## config.mk

```make
export PLATFORM = sky130hd
export DESIGN_NAME = onewire_sn_master_flat
export DESIGN_NICKNAME = d
export VERILOG_FILES = /design/src/rtl/onewire_pkg.sv /design/src/rtl/onewire_sn_master_if.sv /design/src/rtl/toggle_sync.sv /design/src/rtl/onewire_sn_master.sv /design/src/flat_wrapper.sv
export SDC_FILE = /design/constraint.sdc
export NUM_CORES = 1
export LEC_CHECK = 0
export CORE_ASPECT_RATIO = 1.1
export CORE_MARGIN = 2
export CORE_UTILIZATION = 59
export DETAILED_ROUTE_END_ITERATION = 8
export PLACE_DENSITY = 0.85
export SKIP_LAST_GASP = 1
export SYNTH_ARGS = -nofsm -noshare
export SYNTH_HDL_FRONTEND = slang
export SYNTH_SLANG_ARGS = --single-unit
```

## constraint.sdc

```tcl
create_clock -name clk -period 6.2 [get_ports clk]
set_input_delay 1.24 -clock clk [delete_from_list [all_inputs] [get_ports clk]]
set_output_delay 1.24 -clock clk [all_outputs]
set_load 0.03 [all_outputs]
```

## src/rtl/onewire_pkg.sv

```systemverilog
// Shared encodings and default slot timing for the 1-Wire serial-number master.
package onewire_pkg;

  typedef enum logic [1:0] {
    CMD_RESET = 2'd0,
    CMD_WRITE = 2'd1,
    CMD_READ  = 2'd2,
    CMD_NOP   = 2'd3
  } cmd_e;

  typedef enum logic [2:0] {
    ST_IDLE   = 3'd0,
    ST_LOW    = 3'd1,
    ST_WAIT   = 3'd2,
    ST_SAMPLE = 3'd3,
    ST_REC    = 3'd4,
    ST_DONE   = 3'd5
  } state_e;

  localparam int CNT_W         = 16;
  localparam int DEF_DW        = 64;
  localparam int DEF_T_RST_LOW = 24000;
  localparam int DEF_T_PRES    = 2800;
  localparam int DEF_T_W0_LOW  = 2400;
  localparam int DEF_T_W1_LOW  = 240;
  localparam int DEF_T_RD_LOW  = 240;
  localparam int DEF_T_RD_SMP  = 360;
  localparam int DEF_T_REC     = 120;

  // A phase of length t ends when the down-counter reaches zero, so it starts at t-1.
  function automatic logic [CNT_W-1:0] phase_load(input int t);
    return CNT_W'(t - 1);
  endfunction

endpackage

```

## src/rtl/onewire_sn_master_if.sv

```systemverilog
// Request/status and line signals between the tck-side host and the 1-Wire master.
interface onewire_sn_master_if
  import onewire_pkg::*;
#(
  parameter int DW = DEF_DW
) ();
  localparam int NBW = $clog2(DW + 1);

  logic           req_tog;
  cmd_e           cmd;
  logic [NBW-1:0] nbits;
  logic [DW-1:0]  wdata;
  logic           sn_in;
  logic           sn_out;
  logic [DW-1:0]  rdata;
  logic           presence;
  logic           busy;
  logic           done_tog;
  logic           overrun;

  modport master (
    input  req_tog, cmd, nbits, wdata, sn_in,
    output sn_out, rdata, presence, busy, done_tog, overrun
  );

  modport slave (
    output req_tog, cmd, nbits, wdata, sn_in,
    input  sn_out, rdata, presence, busy, done_tog, overrun
  );
endinterface

```

## src/rtl/toggle_sync.sv

```systemverilog
// Two-flop synchroniser for a toggle-encoded request, with a one-cycle pulse per level change.
module toggle_sync (
  input  logic clk,
  input  logic hard_rst,
  input  logic i_tog,
  output logic o_pulse
);
  logic r_s1;
  logic r_s2;
  logic r_s3;

  always_ff @(posedge clk or negedge hard_rst) begin
    if (!hard_rst) begin
      r_s1 <= 1'b0;
      r_s2 <= 1'b0;
      r_s3 <= 1'b0;
    end else begin
      r_s1 <= i_tog;
      r_s2 <= r_s1;
      r_s3 <= r_s2;
    end
  end

  assign o_pulse = r_s2 ^ r_s3;
endmodule

```

## src/rtl/onewire_sn_master.sv

```systemverilog
// 1-Wire master: reset/presence, bit-serial write and read slots, toggle handshake to the tck side.
module onewire_sn_master
  import onewire_pkg::*;
#(
  parameter int DW        = DEF_DW,
  parameter int T_RST_LOW = DEF_T_RST_LOW,
  parameter int T_PRES    = DEF_T_PRES,
  parameter int T_W0_LOW  = DEF_T_W0_LOW,
  parameter int T_W1_LOW  = DEF_T_W1_LOW,
  parameter int T_RD_LOW  = DEF_T_RD_LOW,
  parameter int T_RD_SMP  = DEF_T_RD_SMP,
  parameter int T_REC     = DEF_T_REC
) (
  input logic                 clk,
  input logic                 hard_rst,
  onewire_sn_master_if.master bus
);
  localparam int NBW = $clog2(DW + 1);

  logic             w_req;
  logic [NBW-1:0]   w_nbits_clamp;
  logic [DW-1:0]    w_wshift;

  state_e           r_state;
  cmd_e             r_cmd;
  logic [DW-1:0]    r_wdata;
  logic [DW-1:0]    r_rdata;
  logic [DW-1:0]    r_mask;
  logic [NBW-1:0]   r_left;
  logic [CNT_W-1:0] r_cnt;
  logic             r_sn_out;
  logic             r_busy;
  logic             r_done_tog;
  logic             r_overrun;
  logic             r_presence;

  toggle_sync u_req_sync (
    .clk      (clk),
    .hard_rst (hard_rst),
    .i_tog    (bus.req_tog),
    .o_pulse  (w_req)
  );

  function automatic logic [CNT_W-1:0] low_load(input cmd_e c, input logic b);
    case (c)
      CMD_RESET: low_load = phase_load(T_RST_LOW);
      CMD_WRITE: low_load = b ? phase_load(T_W1_LOW) : phase_load(T_W0_LOW);
      default:   low_load = phase_load(T_RD_LOW);
    endcase
  endfunction

  assign w_nbits_clamp = (bus.nbits > NBW'(DW)) ? NBW'(DW) : bus.nbits;
  assign w_wshift      = r_wdata >> 1;

  // Accept happens in IDLE with busy clear; the following IDLE cycle (busy set) dispatches.
  always_ff @(posedge clk or negedge hard_rst) begin
    if (!hard_rst) begin
      r_state    <= ST_IDLE;
      r_cmd      <= CMD_NOP;
      r_wdata    <= '0;
      r_rdata    <= '0;
      r_mask     <= '0;
      r_left     <= '0;
      r_cnt      <= '0;
      r_sn_out   <= 1'b1;
      r_busy     <= 1'b0;
      r_done_tog <= 1'b0;
      r_overrun  <= 1'b0;
      r_presence <= 1'b0;
    end else begin
      if (w_req && r_busy) r_overrun <= 1'b1;
      case (r_state)
        ST_IDLE: begin
          if (r_busy) begin
            r_mask <= DW'(1);
            if (r_cmd == CMD_RESET ||
                ((r_cmd == CMD_WRITE || r_cmd == CMD_READ) && r_left != '0)) begin
              r_state  <= ST_LOW;
              r_sn_out <= 1'b0;
              r_cnt    <= low_load(r_cmd, r_wdata[0]);
            end else begin
              r_state <= ST_DONE;
            end
          end else if (w_req) begin
            r_busy    <= 1'b1;
            r_overrun <= 1'b0;
            r_cmd     <= bus.cmd;
            r_wdata   <= bus.wdata;
            r_left    <= w_nbits_clamp;
            if (bus.cmd == CMD_READ) r_rdata <= '0;
          end
        end
        ST_LOW: begin
          if (r_cnt == '0) begin
            r_sn_out <= 1'b1;
            if (r_cmd == CMD_WRITE) begin
              r_state <= ST_REC;
              r_cnt   <= phase_load(T_REC);
            end else begin
              r_state <= ST_WAIT;
              r_cnt   <= (r_cmd == CMD_RESET) ? phase_load(T_PRES) : phase_load(T_RD_SMP);
            end
          end else begin
            r_cnt <= r_cnt - 1'b1;
          end
        end
        ST_WAIT: begin
          if (r_cnt == '0) r_state <= ST_SAMPLE;
          else             r_cnt   <= r_cnt - 1'b1;
        end
        ST_SAMPLE: begin
          if (r_cmd == CMD_RESET) r_presence <= ~bus.sn_in;
          else                    r_rdata    <= r_rdata | (bus.sn_in ? r_mask : '0);
          r_state <= ST_REC;
          r_cnt   <= phase_load(T_REC);
        end
        ST_REC: begin
          if (r_cnt != '0) begin
            r_cnt <= r_cnt - 1'b1;
          end else if (r_cmd == CMD_RESET || r_left == NBW'(1)) begin
            r_state <= ST_DONE;
          end else begin
            r_left   <= r_left - 1'b1;
            r_mask   <= r_mask << 1;
            r_wdata  <= w_wshift;
            r_state  <= ST_LOW;
            r_sn_out <= 1'b0;
            r_cnt    <= low_load(r_cmd, w_wshift[0]);
          end
        end
        ST_DONE: begin
          r_done_tog <= ~r_done_tog;
          r_busy     <= 1'b0;
          r_state    <= ST_IDLE;
        end
        default: r_state <= ST_IDLE;
      endcase
    end
  end

  assign bus.sn_out   = r_sn_out;
  assign bus.rdata    = r_rdata;
  assign bus.presence = r_presence;
  assign bus.busy     = r_busy;
  assign bus.done_tog = r_done_tog;
  assign bus.overrun  = r_overrun;
endmodule

```

## src/flat_wrapper.sv

```systemverilog
// flat-port wrapper written by rule: the top's interface ports become plain ports
module onewire_sn_master_flat import onewire_pkg::*;
#(
  parameter int DW        = DEF_DW,
  parameter int T_RST_LOW = DEF_T_RST_LOW,
  parameter int T_PRES    = DEF_T_PRES,
  parameter int T_W0_LOW  = DEF_T_W0_LOW,
  parameter int T_W1_LOW  = DEF_T_W1_LOW,
  parameter int T_RD_LOW  = DEF_T_RD_LOW,
  parameter int T_RD_SMP  = DEF_T_RD_SMP,
  parameter int T_REC     = DEF_T_REC
)
  (clk, hard_rst, bus_req_tog, bus_cmd, bus_nbits, bus_wdata, bus_sn_in, bus_sn_out, bus_rdata, bus_presence, bus_busy, bus_done_tog, bus_overrun);
  onewire_sn_master_if #(.DW(DW)) bus_i ();
  input logic clk;
  input logic hard_rst;
  input wire logic [$bits(bus_i.req_tog)-1:0] bus_req_tog;
  input wire logic [$bits(bus_i.cmd)-1:0] bus_cmd;
  input wire logic [$bits(bus_i.nbits)-1:0] bus_nbits;
  input wire logic [$bits(bus_i.wdata)-1:0] bus_wdata;
  input wire logic [$bits(bus_i.sn_in)-1:0] bus_sn_in;
  output wire logic [$bits(bus_i.sn_out)-1:0] bus_sn_out;
  output wire logic [$bits(bus_i.rdata)-1:0] bus_rdata;
  output wire logic [$bits(bus_i.presence)-1:0] bus_presence;
  output wire logic [$bits(bus_i.busy)-1:0] bus_busy;
  output wire logic [$bits(bus_i.done_tog)-1:0] bus_done_tog;
  output wire logic [$bits(bus_i.overrun)-1:0] bus_overrun;
  assign bus_i.req_tog = bus_req_tog;
  assign bus_i.cmd = bus_cmd;
  assign bus_i.nbits = bus_nbits;
  assign bus_i.wdata = bus_wdata;
  assign bus_i.sn_in = bus_sn_in;
  assign bus_sn_out = bus_i.sn_out;
  assign bus_rdata = bus_i.rdata;
  assign bus_presence = bus_i.presence;
  assign bus_busy = bus_i.busy;
  assign bus_done_tog = bus_i.done_tog;
  assign bus_overrun = bus_i.overrun;
  onewire_sn_master #(.DW(DW), .T_RST_LOW(T_RST_LOW), .T_PRES(T_PRES), .T_W0_LOW(T_W0_LOW), .T_W1_LOW(T_W1_LOW), .T_RD_LOW(T_RD_LOW), .T_RD_SMP(T_RD_SMP), .T_REC(T_REC)) u_core (.clk(clk), .hard_rst(hard_rst), .bus(bus_i));
endmodule
```

Word-level counts from Yosys, hierarchy flattened
Index checks and enable logic that the tools add are counted.
{"block": "totals", "register_bits": 228, "latchBits": 0, "ramBits": 0, "romBits": 0, "input_bits": 77, "out_inout_bits": 69, "wordCells": 122, "memories": 0}
{"block": "classes", "n_addsub": 2, "n_mul": 0, "div_mod_pow": 0, "n_lt_le_gt_ge": 1, "eq_ne": 21, "shift": 0, "n_mux": 55, "bitwise": 5, "n_reduce_logical": 23}
{"operator": "two-way mux 64 bit", "n": 12}
{"operator": "one-hot mux 64 bit (2 select lines)", "n": 3}
{"operator": "two-way mux 16 bit", "n": 7}
{"operator": "one-hot mux 16 bit (5 select lines)", "n": 1}
{"operator": "bitwise OR 64 bit", "n": 1}
{"operator": "one-hot mux 16 bit (2 select lines)", "n": 2}
{"operator": "two-way mux 12 bit", "n": 3}
{"operator": "two-way mux 7 bit", "n": 5}
{"operator": "two-way mux 3 bit", "n": 7}
{"operator": "zero test 16 bit", "n": 1}
{"operator": "nonzero test 16 bit", "n": 1}
{"operator": "subtractor 16 x 1 -> 16 bit (second input constant)", "n": 1}
{"operator": "one-hot mux 3 bit (5 select lines)", "n": 1}
{"operator": "AND reduction 5 bit", "n": 3}
{"operator": "one-hot mux 7 bit (2 select lines)", "n": 1}
{"operator": "!= test 2 x 1 -> 1 bit (second input constant)", "n": 6}
{"operator": "two-way mux 1 bit", "n": 11}
{"operator": "!= test 2 bit (second input constant)", "n": 5}
{"operator": "AND reduction 4 bit", "n": 2}
{"operator": "== test 7 x 1 -> 1 bit (second input constant)", "n": 1}
{"operator": "greater-than comparator 7 bit (second input constant)", "n": 1}
{"operator": "nonzero test 7 bit", "n": 1}
{"operator": "subtractor 7 x 1 -> 7 bit (second input constant)", "n": 1}
{"operator": "== test 3 x 2 -> 1 bit (second input constant)", "n": 2}
{"operator": "19 further kinds", "n": 28}

Logic depth before layout (Yosys ltp)
{"block": "logic_depth", "word_depth": 7, "ltp_mapped": 10, "depth_no_buf": 8}

Modules after synthesis
From an unflattened synthesis, not the netlist that was laid out.
{"block": "unflattened", "hier_cells": 1144, "hier_area_um2": 10219.8}
{"mod": "onewire_sn_master", "instances": 1, "cells_per_inst": 1140, "area_each_um2": 10136.0, "seq_area_each_um2": 5634.2}
{"mod": "toggle_sync", "instances": 1, "cells_per_inst": 4, "area_each_um2": 83.8, "seq_area_each_um2": 75.1}

Least setup slack after synthesis
Ideal clock, no wire load.
{"block": "synth_path", "path_kind": "register to register", "from": "register u_core.r_cnt[0]", "to": "register u_core.r_left[5]", "setup_ns": 0.126, "t_arrival_ns": 2.416, "required_time_ns": 6.074, "setup_slack_ns": 3.658, "path_stages_with_launch": 9, "path_buffers": 2, "synth_period_minus_slack_ns": 2.542, "cell_sequence": "dfrtp_1 > inv_1 > ha_1 > or4b_1 > nor4_4 > a31oi_1 > clkbuf_1 > clkbuf_1 > o32a_1"}
{"block": "synth_via", "elab_chain_cells": 3}
{"element": "from (decl)", "line_no": "onewire_sn_master.sv:30", "source": "logic [CNT_W-1:0] r_cnt;"}
{"element": "from (signal assigned)", "line_no": "onewire_sn_master.sv:80", "source": "r_cnt <= low_load(r_cmd, r_wdata[0]);"}
{"element": "from (signal assigned)", "line_no": "onewire_sn_master.sv:98", "source": "r_cnt <= phase_load(T_REC);"}
{"element": "from (signal assigned)", "line_no": "onewire_sn_master.sv:101", "source": "r_cnt <= (r_cmd == CMD_RESET) ? phase_load(T_PRES) : phase_load(T_RD_SMP);"}
{"element": "nonzero test 16 bit", "line_no": "onewire_sn_master.sv:118", "source": "if (r_cnt != '0) begin"}
{"element": "!= test 2 bit (no line)"}
{"element": "AND reduction 5 bit (no line)"}
{"element": "to (signal assigned)", "line_no": "onewire_sn_master.sv:89", "source": "r_left <= w_nbits_clamp;"}
{"element": "to (signal assigned)", "line_no": "onewire_sn_master.sv:123", "source": "r_left <= r_left - 1'b1;"}
{"element": "to (decl)", "line_no": "onewire_sn_master.sv:29", "source": "logic [NBW-1:0] r_left;"}
No other way between the ends.
A chain may end at the register's enable or synchronous reset.

Worst setup path after layout
{"block": "layout_path", "from": "register u_core.r_state[2]", "to": "register u_core.r_rdata[14], in the netlist u_core.bus.rdata[14]"}
{"block": "layout_via", "elab_chain_cells": 3, "word_cells_on_any_way": 9, "cone_classes": "eq/ne (5); mux (1); reduce/logical (3)"}
{"element": "from (decl)", "line_no": "onewire_sn_master.sv:24", "source": "state_e r_state;"}
{"element": "from (signal assigned)", "line_no": "onewire_sn_master.sv:58", "source": "r_state <= ST_IDLE;"}
{"element": "from (signal assigned)", "line_no": "onewire_sn_master.sv:78", "source": "r_state <= ST_LOW;"}
{"element": "from (signal assigned)", "line_no": "onewire_sn_master.sv:82", "source": "r_state <= ST_DONE;"}
{"element": "== test 3 x 2 -> 1 bit or zero test 3 bit (tied branches)", "line_no": "onewire_sn_master.sv:72", "source": "case (r_state)"}
{"element": "!= test 2 bit (no line) (tied with other cells)"}
{"element": "AND reduction 5 bit (no line)"}
{"element": "to (signal assigned)", "line_no": "onewire_sn_master.sv:113", "source": "else r_rdata <= r_rdata | (bus.sn_in ? r_mask : '0);"}
{"element": "to (decl)", "line_no": "onewire_sn_master.sv:27", "source": "logic [DW-1:0] r_rdata;"}
Parallel ways exist; a longest one is shown, timed or not.

==> impl_metrics.toml <==
[status]
status = "finished, final reports clean"

[clock_network]
cts.htree.levels = 1
hold_buffers = 0
cts-root-buf = "clkbuf_16"
cts_made_buffers = 22
clockBufferDepth = 3
cts_tree = "yes"
cts_sinks = 228
ctsResizeCount = 0
cts.clk_slew.worst_paths_ns = 0.06
cts_setup_buffers = 0
clk-insertion-delay-late_ns = 0.51

[sta]
clock.fmax_ghz = 0.242
min_period_over_period_pct = 66.6
fin_crit_ns = 4.13
setup_tns_ns = 0
worst_slew_pin_slew_ns = 1.21
whs_ns = 0.333
clock_skew_ns = 0.0181
slew_viol_final = 0
hold_viol = 0
rsz0062_at_grt = "no"
slew_headroom_pct = 19.1
setup_violations = 0

[routing]
route.met2.wl_um = 11100
top_layer_used = "met5"
drt_iter0_markers = 971
final_antenna_net_count = 0
drc_errors = 0
wl_per_cell_um = 16.1
dr.pass1.iters = 6
viasPerCell = 5.79
drt_wl_total_um = 23200
wl_met1_um = 9710
vias = 8315
dr_wl_met3_um = 1900

[synth]
synth_xor_area_share_pct = 0.511
ys.flop_type = "dfrtp_1"
synth_compound_area_share_pct = 13.3
synthMuxAreaShare_pct = 6.22
synth_cells = 1089
synth.distinct_cells = 59
synth_top_family_by_area = "simple AND/OR/NAND/NOR gates"
async_reset_ff_share_pct = 100
ys_seq_area_share_pct = 55.5
synth_top_area_share_pct = 54.7
synth_simple_gate_area_share_pct = 19.4
yosys_register_bits = 228
synth_area_leader_cell = "dfrtp_1"
synth_edf_count = 0
synth_nets = 1174
yosysMostFrequentCell = "dfrtp_1"
synth_area_leaders = "dfrtp_1 (55%), nand2_1 (7.9%), mux2i_1 (6.2%)"
synthAdderAreaFrac_pct = 0.973
syn_area_per_cell_um2 = 9.45
yosys-top-cells-count = "dfrtp_1 (225), nand2_1 (217), nor2_1 (102)"
ys_warn_count = 0
synth_area_um2 = 10300

[global_route]
antenna_found_initial = 1
grt.total_usage_pct = 25.7
gr-total-overflow = 0
grt_pass1_vias = 7876
grt_pass1_wl_um = 38900
grt_max_degree = 131

[critical_path]
worstSetupPathType = "flip-flop to flip-flop"
arrival_ns = 4.57
r2r_cells = 7
r2r_slack_ns = 2.07
reg2reg_from = "u_core.r_state[2]"
crit_fanout = 65
crit_path_end_kind = "flip-flop"
r2r_end = "u_core.bus.rdata[14]"
start_kind = "flip-flop"
critPathRequiredTime_ns = 6.64

[die]
die_h_um = 143
core_area_um2 = 17100
dieArea_um2 = 18500
rows = 50
die_w_um = 130
start_util_pct = 60.3
boundaryPins = 146

[power]
ir_worst_vdd_mv = 0.316
p_leak_nw = 5.74
power_density_nw_per_um2 = 375

[hold_path]
hold_path_class = "flip-flop to flip-flop"
min-delay-start = "u_core.u_req_sync.r_s1"
holdPathEnd = "u_core.u_req_sync.r_s2"
hold_depth = 0

[cells_and_area]
final_area_um2 = 12400
antenna-diode-count = 0
nets = 1274
layout-drive-gt1-share_pct = 4.90
finalNonFillerCells = 1437
area_growth_pct = 20.6

[placement]
place_area_um2 = 11700
port_buffers = 145
dp_hpwl_um = 14700
gp_congestion = 0.899
dpl.cell_count = 1399

[run]
cap_violations = 0
-- logic make-up (layout without fill, tap and decap cells) --
group | after synthesis | count (layout)
AND/OR/NAND/NOR | 453 | 453
AO/OA/AOI/OAI | 243 | 243
flip-flops | 228 | 228
buffers and inverters | 87 | 201
multiplexers | 64 | 64
adder cells (fa/ha/maj) | 8 | 8
XOR/XNOR | 6 | 6
-- how the worst max path moves through the flow --
| stage | depth (start not counted) | endpoint | startpoint |
|---|---|---|---|
| final | 7 | u_core.bus.rdata[14] | u_core.r_state[2] |
| after global placement | 7 | u_core.bus.rdata[27] | u_core.r_state[2] |
| after global routing | 7 | u_core.bus.rdata[16] | u_core.r_state[2] |
| after floorplan | 8 | u_core.r_left[5] | u_core.r_cnt[0] |
| after CTS | 7 | u_core.bus.rdata[14] | u_core.r_state[2] |
| after detailed placement | 7 | u_core.bus.rdata[14] | u_core.r_state[2] |
-- critical path, stage by stage (launching register included) --
cell and delay [ns]:
dfrtp_1 0.69, or3_1 0.48, nor3_1 0.58, and3b_2 0.30, buf_4 0.53, o21a_2 1.07
a21oi_1 0.21, nor2_1 0.15
-- per-layer routing --
metal / vias up / GRT usage (%)
li1: 3955 / -
met2: 353 / 40.8
met5: - / 0
met3: 38 / 6.05
met1: 3967 / 35.9
met4: 2 / 6.79
-- final cells by class --
type,instances,area [µm²]
Clock inverter,10,90.1
Tap cell,234,293
Timing Repair Buffer,152,1520
Inverter,11,41.3
Sequential cell,228,5710
Fill cell,1197,4660
Multi-Input combinational cell,774,4180
Clock buffer,28,583
-- power by group --
group	total, mW	internal, mW	switching (mW)
sequential	2.07	1.80	0.267
clock	1.28	0.710	0.567
combinational	1.31	0.490	0.821
-- metrics by stage --
stage / total power [mW] / setup slack, ns / utilization [%]
final: 4.65 / 2.07 / 72.7
after global routing: 4.94 / 1.66 / 72.7
after CTS: 4.67 / 2.05 / 72.7
after detailed placement: 3.39 / 2.06 / 68.8
after global placement: 3.32 / 2.26 / 68.8
after floorplan: 3.04 / 3.66 / -
-- sequential cells by signal (all words and copies together) (netlist names), 2 cells and up, named ones only --
signal and cells:
u_core.r_left 7, u_core.r_cmd 2, u_core.r_state 3, u_core.r_cnt 16
u_core.r_mask 64, u_core.r_wdata 64, u_core.bus.rdata 64
-- cell usage in the layout, fill, tap and decap left out, drive strengths merged, types with 3 or more instances in the layout --
cell / instances
dfstp: 3
clkinv: 9
o22ai: 4
buf: 8
o21a: 5
a21oi: 86
nor3: 18
o21ai: 101
a31oi: 14
or4: 4
or3: 7
nand2b: 7
o2bb2ai: 3
clkbuf: 28
nand3: 70
inv: 11
a22o: 3
or2: 3
dfrtp: 225
and3: 3
nor4: 8
ha: 8
o31ai: 4
mux2i: 64
nor2: 102
clkdlybuf4s50: 144
xnor2: 4
nand2: 217
No activity file was read; power rests on OpenSTA's default activity.
